File: src/rtl/pwm_sched_pkg.sv
// Shared types and constants for the PWM channel scheduler.
// Holds the run-state encoding, the width helper and the legal parameter bounds.
package pwm_sched_pkg;

  typedef enum logic [1:0] {
    ST_IDLE  = 2'd0,
    ST_RUN   = 2'd1,
    ST_DRAIN = 2'd2
  } state_e;

  localparam int unsigned PERIOD_MIN = 2;
  localparam int unsigned PERIOD_MAX = 65535;
  localparam int unsigned NCH_MIN    = 1;
  localparam int unsigned NCH_MAX    = 16;

  // Ceiling log2; returns 0 for inputs of 0 or 1.
  function automatic int unsigned pwm_clog2(input int unsigned v);
    int unsigned r;
    r = 0;
    for (int unsigned i = 0; i < 32; i++) begin
      if ((64'(1) << i) < 64'(v)) r = i + 1;
    end
    return r;
  endfunction

endpackage

File: src/rtl/pwm_compare_ch.sv
// One PWM channel: shadow/active duty registers, pending flag, commit and compare.
// The output is registered against the post-commit duty so new duties start cleanly.
module pwm_compare_ch #(
  parameter int CW = 4
) (
  input  logic          clk,
  input  logic          rst_n,
  input  logic          i_wr,
  input  logic [CW-1:0] i_duty,
  input  logic          i_commit,
  input  logic          i_idle,
  input  logic [CW-1:0] i_cnt_next,
  input  logic          i_run_next,
  output logic          o_pwm
);

  logic [CW-1:0] r_shadow;
  logic [CW-1:0] r_active;
  logic [CW-1:0] w_active_next;
  logic          r_pending;
  logic          r_pwm;

  // Idle writes bypass the shadow stage; commit and idle writes never coincide.
  always_comb begin
    w_active_next = r_active;
    if (i_idle && i_wr) begin
      w_active_next = i_duty;
    end else if (i_commit && r_pending) begin
      w_active_next = r_shadow;
    end
  end

  always_ff @(posedge clk) begin
    if (!rst_n) begin
      r_shadow  <= '0;
      r_active  <= '0;
      r_pending <= 1'b0;
      r_pwm     <= 1'b0;
    end else begin
      r_active <= w_active_next;
      if (i_wr) begin
        r_shadow <= i_duty;
      end
      if (i_commit) begin
        r_pending <= 1'b0;
      end else if (i_wr && !i_idle) begin
        r_pending <= 1'b1;
      end
      r_pwm <= i_run_next && (i_cnt_next < w_active_next);
    end
  end

  assign o_pwm = r_pwm;

endmodule

File: src/rtl/pwm_channel_scheduler.sv
// Bank of NCH PWM outputs driven from one shared period counter.
// Holds the run/drain FSM, the counter and the duty-write handshake decode.
module pwm_channel_scheduler
  import pwm_sched_pkg::*;
#(
  parameter  int NCH    = 4,
  parameter  int PERIOD = 10,
  localparam int CW     = pwm_clog2(PERIOD + 1),
  localparam int CHW    = (NCH > 1) ? pwm_clog2(NCH) : 1
) (
  input  logic           clk,
  input  logic           rst_n,
  input  logic           start,
  input  logic           stop,
  input  logic           cfg_valid,
  output logic           cfg_ready,
  input  logic [CHW-1:0] cfg_ch,
  input  logic [CW-1:0]  cfg_duty,
  output logic [NCH-1:0] pwm_out,
  output logic           period_tick,
  output logic           busy
);

  if ((PERIOD < PERIOD_MIN) || (PERIOD > PERIOD_MAX) ||
      (NCH < NCH_MIN) || (NCH > NCH_MAX)) begin : g_bad_params
    $error("pwm_channel_scheduler: NCH or PERIOD out of range");
  end

  state_e        r_state;
  state_e        w_state_next;
  logic [CW-1:0] r_cnt;
  logic [CW-1:0] w_cnt_next;
  logic          w_last;
  logic          w_running;
  logic          w_tick;
  logic          w_run_next;
  logic          w_accept;
  logic [NCH-1:0] w_wr;

  assign w_running = (r_state != ST_IDLE);
  assign w_last    = (r_cnt == CW'(PERIOD - 1));
  assign w_tick    = w_running && w_last;

  always_comb begin
    w_state_next = r_state;
    case (r_state)
      ST_IDLE:  if (start) w_state_next = ST_RUN;
      ST_RUN:   if (stop) w_state_next = ST_DRAIN;
      ST_DRAIN: if (w_last) w_state_next = ST_IDLE;
      default:  w_state_next = ST_IDLE;
    endcase
  end

  always_comb begin
    w_cnt_next = '0;
    if (w_running && !w_last) begin
      w_cnt_next = r_cnt + CW'(1);
    end
  end

  assign w_run_next = (w_state_next != ST_IDLE);

  always_ff @(posedge clk) begin
    if (!rst_n) begin
      r_state <= ST_IDLE;
      r_cnt   <= '0;
    end else begin
      r_state <= w_state_next;
      r_cnt   <= w_cnt_next;
    end
  end

  // Commit cycle is the only cycle a write is refused.
  assign cfg_ready   = ~w_tick;
  assign w_accept    = cfg_valid && cfg_ready;
  assign period_tick = w_tick;
  assign busy        = w_running;

  for (genvar g = 0; g < NCH; g++) begin : g_ch
    assign w_wr[g] = w_accept && (cfg_ch == CHW'(g));

    pwm_compare_ch #(
      .CW(CW)
    ) u_ch (
      .clk       (clk),
      .rst_n     (rst_n),
      .i_wr      (w_wr[g]),
      .i_duty    (cfg_duty),
      .i_commit  (w_tick),
      .i_idle    (!w_running),
      .i_cnt_next(w_cnt_next),
      .i_run_next(w_run_next),
      .o_pwm     (pwm_out[g])
    );
  end

endmodule

File: config.mk
export PLATFORM = sky130hd
export DESIGN_NAME = pwm_channel_scheduler
export DESIGN_NICKNAME = d
export VERILOG_FILES = /design/src/rtl/pwm_sched_pkg.sv /design/src/rtl/pwm_compare_ch.sv /design/src/rtl/pwm_channel_scheduler.sv
export SDC_FILE = /design/constraint.sdc
export NUM_CORES = 1
export LEC_CHECK = 0
export CAP_MARGIN = 20
export CORE_MARGIN = 8
export CORE_UTILIZATION = 45
export DETAILED_ROUTE_END_ITERATION = 7
export MAX_ROUTING_LAYER = met4
export PLACE_DENSITY_LB_ADDON = 0.3
export SYNTH_ARGS = -nofsm -noshare
export SYNTH_HDL_FRONTEND = slang
export SYNTH_SLANG_ARGS = --single-unit
File: constraint.sdc
create_clock -name clk -period 3.3 [get_ports clk]
set_clock_uncertainty 0.15 [all_clocks]
set_input_delay 0.66 -clock clk [delete_from_list [all_inputs] [get_ports clk]]
set_output_delay 0.66 -clock clk [all_outputs]
set_load 0.01 [all_outputs]
==> results.sh <==
export IMPL_worst_path_stages=8
export IMPL_layout_drive_gt1_share_pct=11.74
export IMPL_slew_violations=0
export IMPL_grt_pass1_wl_um=8411
export IMPL_firstDrtPassIters=4
export IMPL_cts_sinks=46
export IMPL_drc_errors=0
export IMPL_crit_fanout=13
export IMPL_die_area_mm2=0.008027
export IMPL_post_cts_resized=0
export IMPL_cp_endpoint="g_ch[0].u_ch.o_pwm$_SDFF_PN0_"
export IMPL_crit_reg2reg_launch="r_cnt[1]$_SDFF_PN0_"
export IMPL_cp_slowest_cell="or3_1"
export IMPL_clock_path_buffers=2
export IMPL_grt_pass1_vias=1689
export IMPL_setup_worst_path_class="primary input to flip-flop"
export IMPL_regArea_um2=920.9
export IMPL_hold_violations=0
export IMPL_grt_max_degree=40
export IMPL_ctsRootBufferMaster="clkbuf_8"
export IMPL_layout_nets=288
export IMPL_crit_buf_inv=1
export IMPL_synth_most_common_cell="dfxtp_1"
export IMPL_ff2ff_path_depth=8
export IMPL_post_cts_buffers=0
export IMPL_ios=18
export IMPL_cap_violations=0
export IMPL_first_iter_violations=86
export IMPL_critPathArrivalTime_ns=3.02
export IMPL_syn_avg_cell_area_um2=9.828
export IMPL_grt_ovfl_total=0
export IMPL_yosysTopAreaCell="dfxtp_1"
export IMPL_cts_clk_slew_worst_paths_ns=0.08
export IMPL_routed_wl_um=5055
export IMPL_max_stage_delay_ns=0.55
export IMPL_crit_start="cfg_ch[1]"
export IMPL_antenna_found_initial=0
export IMPL_p_leak_nw=1.230
export IMPL_ant_nets=0
export IMPL_fmax_mhz=337.1
export IMPL_syn_nets=273
export IMPL_netlist_instances=248
export IMPL_cts_tree="yes"
export IMPL_ys_seq_area_share_pct=37.78
export IMPL_worstSetupEndpointType="flip-flop"
export IMPL_gp_routability_congestion=0.9179
export IMPL_dp_hpwl_um=3599
export IMPL_die_h_um=89.60
export IMPL_peakVddDrop_mv=0.2289
export IMPL_setup_viol=0
export IMPL_synth_edf_count=0
export IMPL_timing_rr_end="g_ch[1].u_ch.o_pwm$_SDFF_PN0_"
export IMPL_min_period_ns=2.966
export IMPL_dp_cells=326
export IMPL_reg2reg_slack_ns=0.61
export IMPL_start_kind="primary input"
export IMPL_netlist_area_mm2=0.002437
export IMPL_multi_input_area_mm2=0.001396
export IMPL_status="complete, no violations"
export IMPL_synth_top_area_share_pct=37.78
export IMPL_wire_per_inst_um=15.13
export IMPL_ys_warn_count=0
export IMPL_placeableCoreArea_mm2=0.005172
export IMPL_grtUsageTotal_pct=14.15
export IMPL_rsz0062_at_grt="false"
export IMPL_fp_dieW_um=89.60
export IMPL_yosys_top_cells_area="dfxtp_1 (38%), mux2i_1 (14%), ha_1 (7.2%)"
export IMPL_ys_flop_type="dfxtp_1"
export IMPL_synth_cell_types=35
export IMPL_worstMarginPinSlew_ns=0.6396
export IMPL_htreeDepth=2
export IMPL_fin_setup_tns_ns=0
export IMPL_synthTopCellsByCount="dfxtp_1 (46), mux2i_1 (33), nor2b_1 (21)"
export IMPL_vias_per_cell=5.311
export IMPL_synth_seq_cells=46
export IMPL_power_density_mw_per_mm2=413.0
export IMPL_numCtsBuffers=5
export IMPL_initial_utilization_pct=47.12
export IMPL_crit_required_ns=3.35
export IMPL_antenna_cells=0
export IMPL_finalCritPeriodShare_pct=89.89
export IMPL_async_reset_ff_share_pct=0
export IMPL_portBuffers=17
export IMPL_critPathTopFamily="simple AND/OR/NAND/NOR gates"
export IMPL_maxSlewHeadroom_pct=57.17
export IMPL_fill_cells=461
export IMPL_cts_hold_buffers=0
export IMPL_crit_path_cell_trace="clkdlybuf4s50_1, nand2b_1, or3_1, nand2_1, o21ai_0, ha_1, and3_1, a2111oi_2"
export IMPL_insertion_delay_ns=0.30
export IMPL_hold_path_class="flip-flop to flip-flop"
export IMPL_vias=1774
export IMPL_stdcell_count=334
export IMPL_num_rows=26
export IMPL_area_delta_synth_final_pct=13.24
per-stage QoR:
step	util, %	setup WS, ns	instance area [um^2]	power [mW]	hold WS, ns
after global placement	51.60	0.1254	2669	0.7954	0.2985
final	53.36	0.3336	2760	1.140	0.3234
after global routing	53.36	0.2373	2760	1.198	0.3732
after floorplan	-	0.6489	2437	0.7400	0.2876
after CTS	53.36	0.3419	2760	1.152	0.3300
after detailed placement	51.60	0.05798	2669	0.7985	0.3103
cell type report:
type	instances	share of cell area, %
clock inverter	1	0.1813
sequential	46	33.36
timing repair buffer	27	8.885
inverter	5	0.6800
multi-input combinational	178	50.59
tap	70	3.173
clock buffer	7	3.128
report_power, final:
part | switching [mW] | internal, mW
Sequential | 0.0109 | 0.582
Clock | 0.186 | 0.169
Combinational | 0.102 | 0.0901
state kept, by name, indices dropped and copies added (netlist names):
register and count:
g_ch.u_ch.o_pwm 4, g_ch.u_ch.r_active 16, g_ch.u_ch.r_pending 4, r_cnt 4, r_state 2, g_ch.u_ch.r_shadow 16
layout by cell type, fill, tap and decap left out, types with 3 or more instances in the layout:
cell type	n
nor2b_1	21
ha_1	14
a21oi_1	10
and2_1	3
o21ai_0	17
o211a_1	12
nor2_1	11
a21o_1	4
dfxtp_1	46
mux2i_1	33
clkdlybuf4s50_1	17
buf_4	10
o22ai_1	4
nand2_1	17
clkbuf_8	6
a2111oi_2	4
and3_1	4
nor3b_4	3
inv_1	5
cells by family after synthesis:
family                   Yosys count  synth area share [%]
adder cells (fa/ha/maj)           14                 7.187
AND/OR/NAND/NOR                   75                 19.40
flip-flops                        46                 37.78
AO/OA/AOI/OAI                     54                 16.43
XOR/XNOR                           2                0.7188
buffers and inverters             24                 4.928
multiplexers                      33                 13.55
how the worst min path moves through the flow:
| stage | depth (start not counted) | endpoint | from | slack, ns |
|---|---|---|---|---|
| finish | 2 | g_ch[3].u_ch.r_pending$_SDFFE_PP0P_ | g_ch[3].u_ch.r_pending$_SDFFE_PP0P_ | 0.32 |
| global route | 2 | g_ch[3].u_ch.r_pending$_SDFFE_PP0P_ | g_ch[3].u_ch.r_pending$_SDFFE_PP0P_ | 0.37 |
| CTS | 2 | g_ch[3].u_ch.r_pending$_SDFFE_PP0P_ | g_ch[3].u_ch.r_pending$_SDFFE_PP0P_ | 0.33 |
| detailed placement | 2 | g_ch[3].u_ch.r_pending$_SDFFE_PP0P_ | g_ch[3].u_ch.r_pending$_SDFFE_PP0P_ | 0.31 |
| global placement | 2 | g_ch[3].u_ch.r_pending$_SDFFE_PP0P_ | g_ch[3].u_ch.r_pending$_SDFFE_PP0P_ | 0.30 |
| floorplan | 2 | g_ch[2].u_ch.r_pending$_SDFFE_PP0P_ | g_ch[2].u_ch.r_pending$_SDFFE_PP0P_ | 0.29 |
per-layer routing:
metal / part of all wire [%] / wire length (um) / track usage [%] / up-vias
li1: - / - / - / 907
met1: 48 / 2451 / 17.94 / 833
met2: 45 / 2280 / 21.86 / 28
met3: 5.2 / 261 / 3.003 / 6
met4: 1.2 / 61 / 4.532 / 0
met5: 0 / 0 / - / -
tightest hold or removal path, delay by kind of cell (launching register included):
kind,cells,cell delay (ns)
flops,1,0.33
simple gates,2,0.12
No activity file was read; power rests on OpenSTA's default activity.
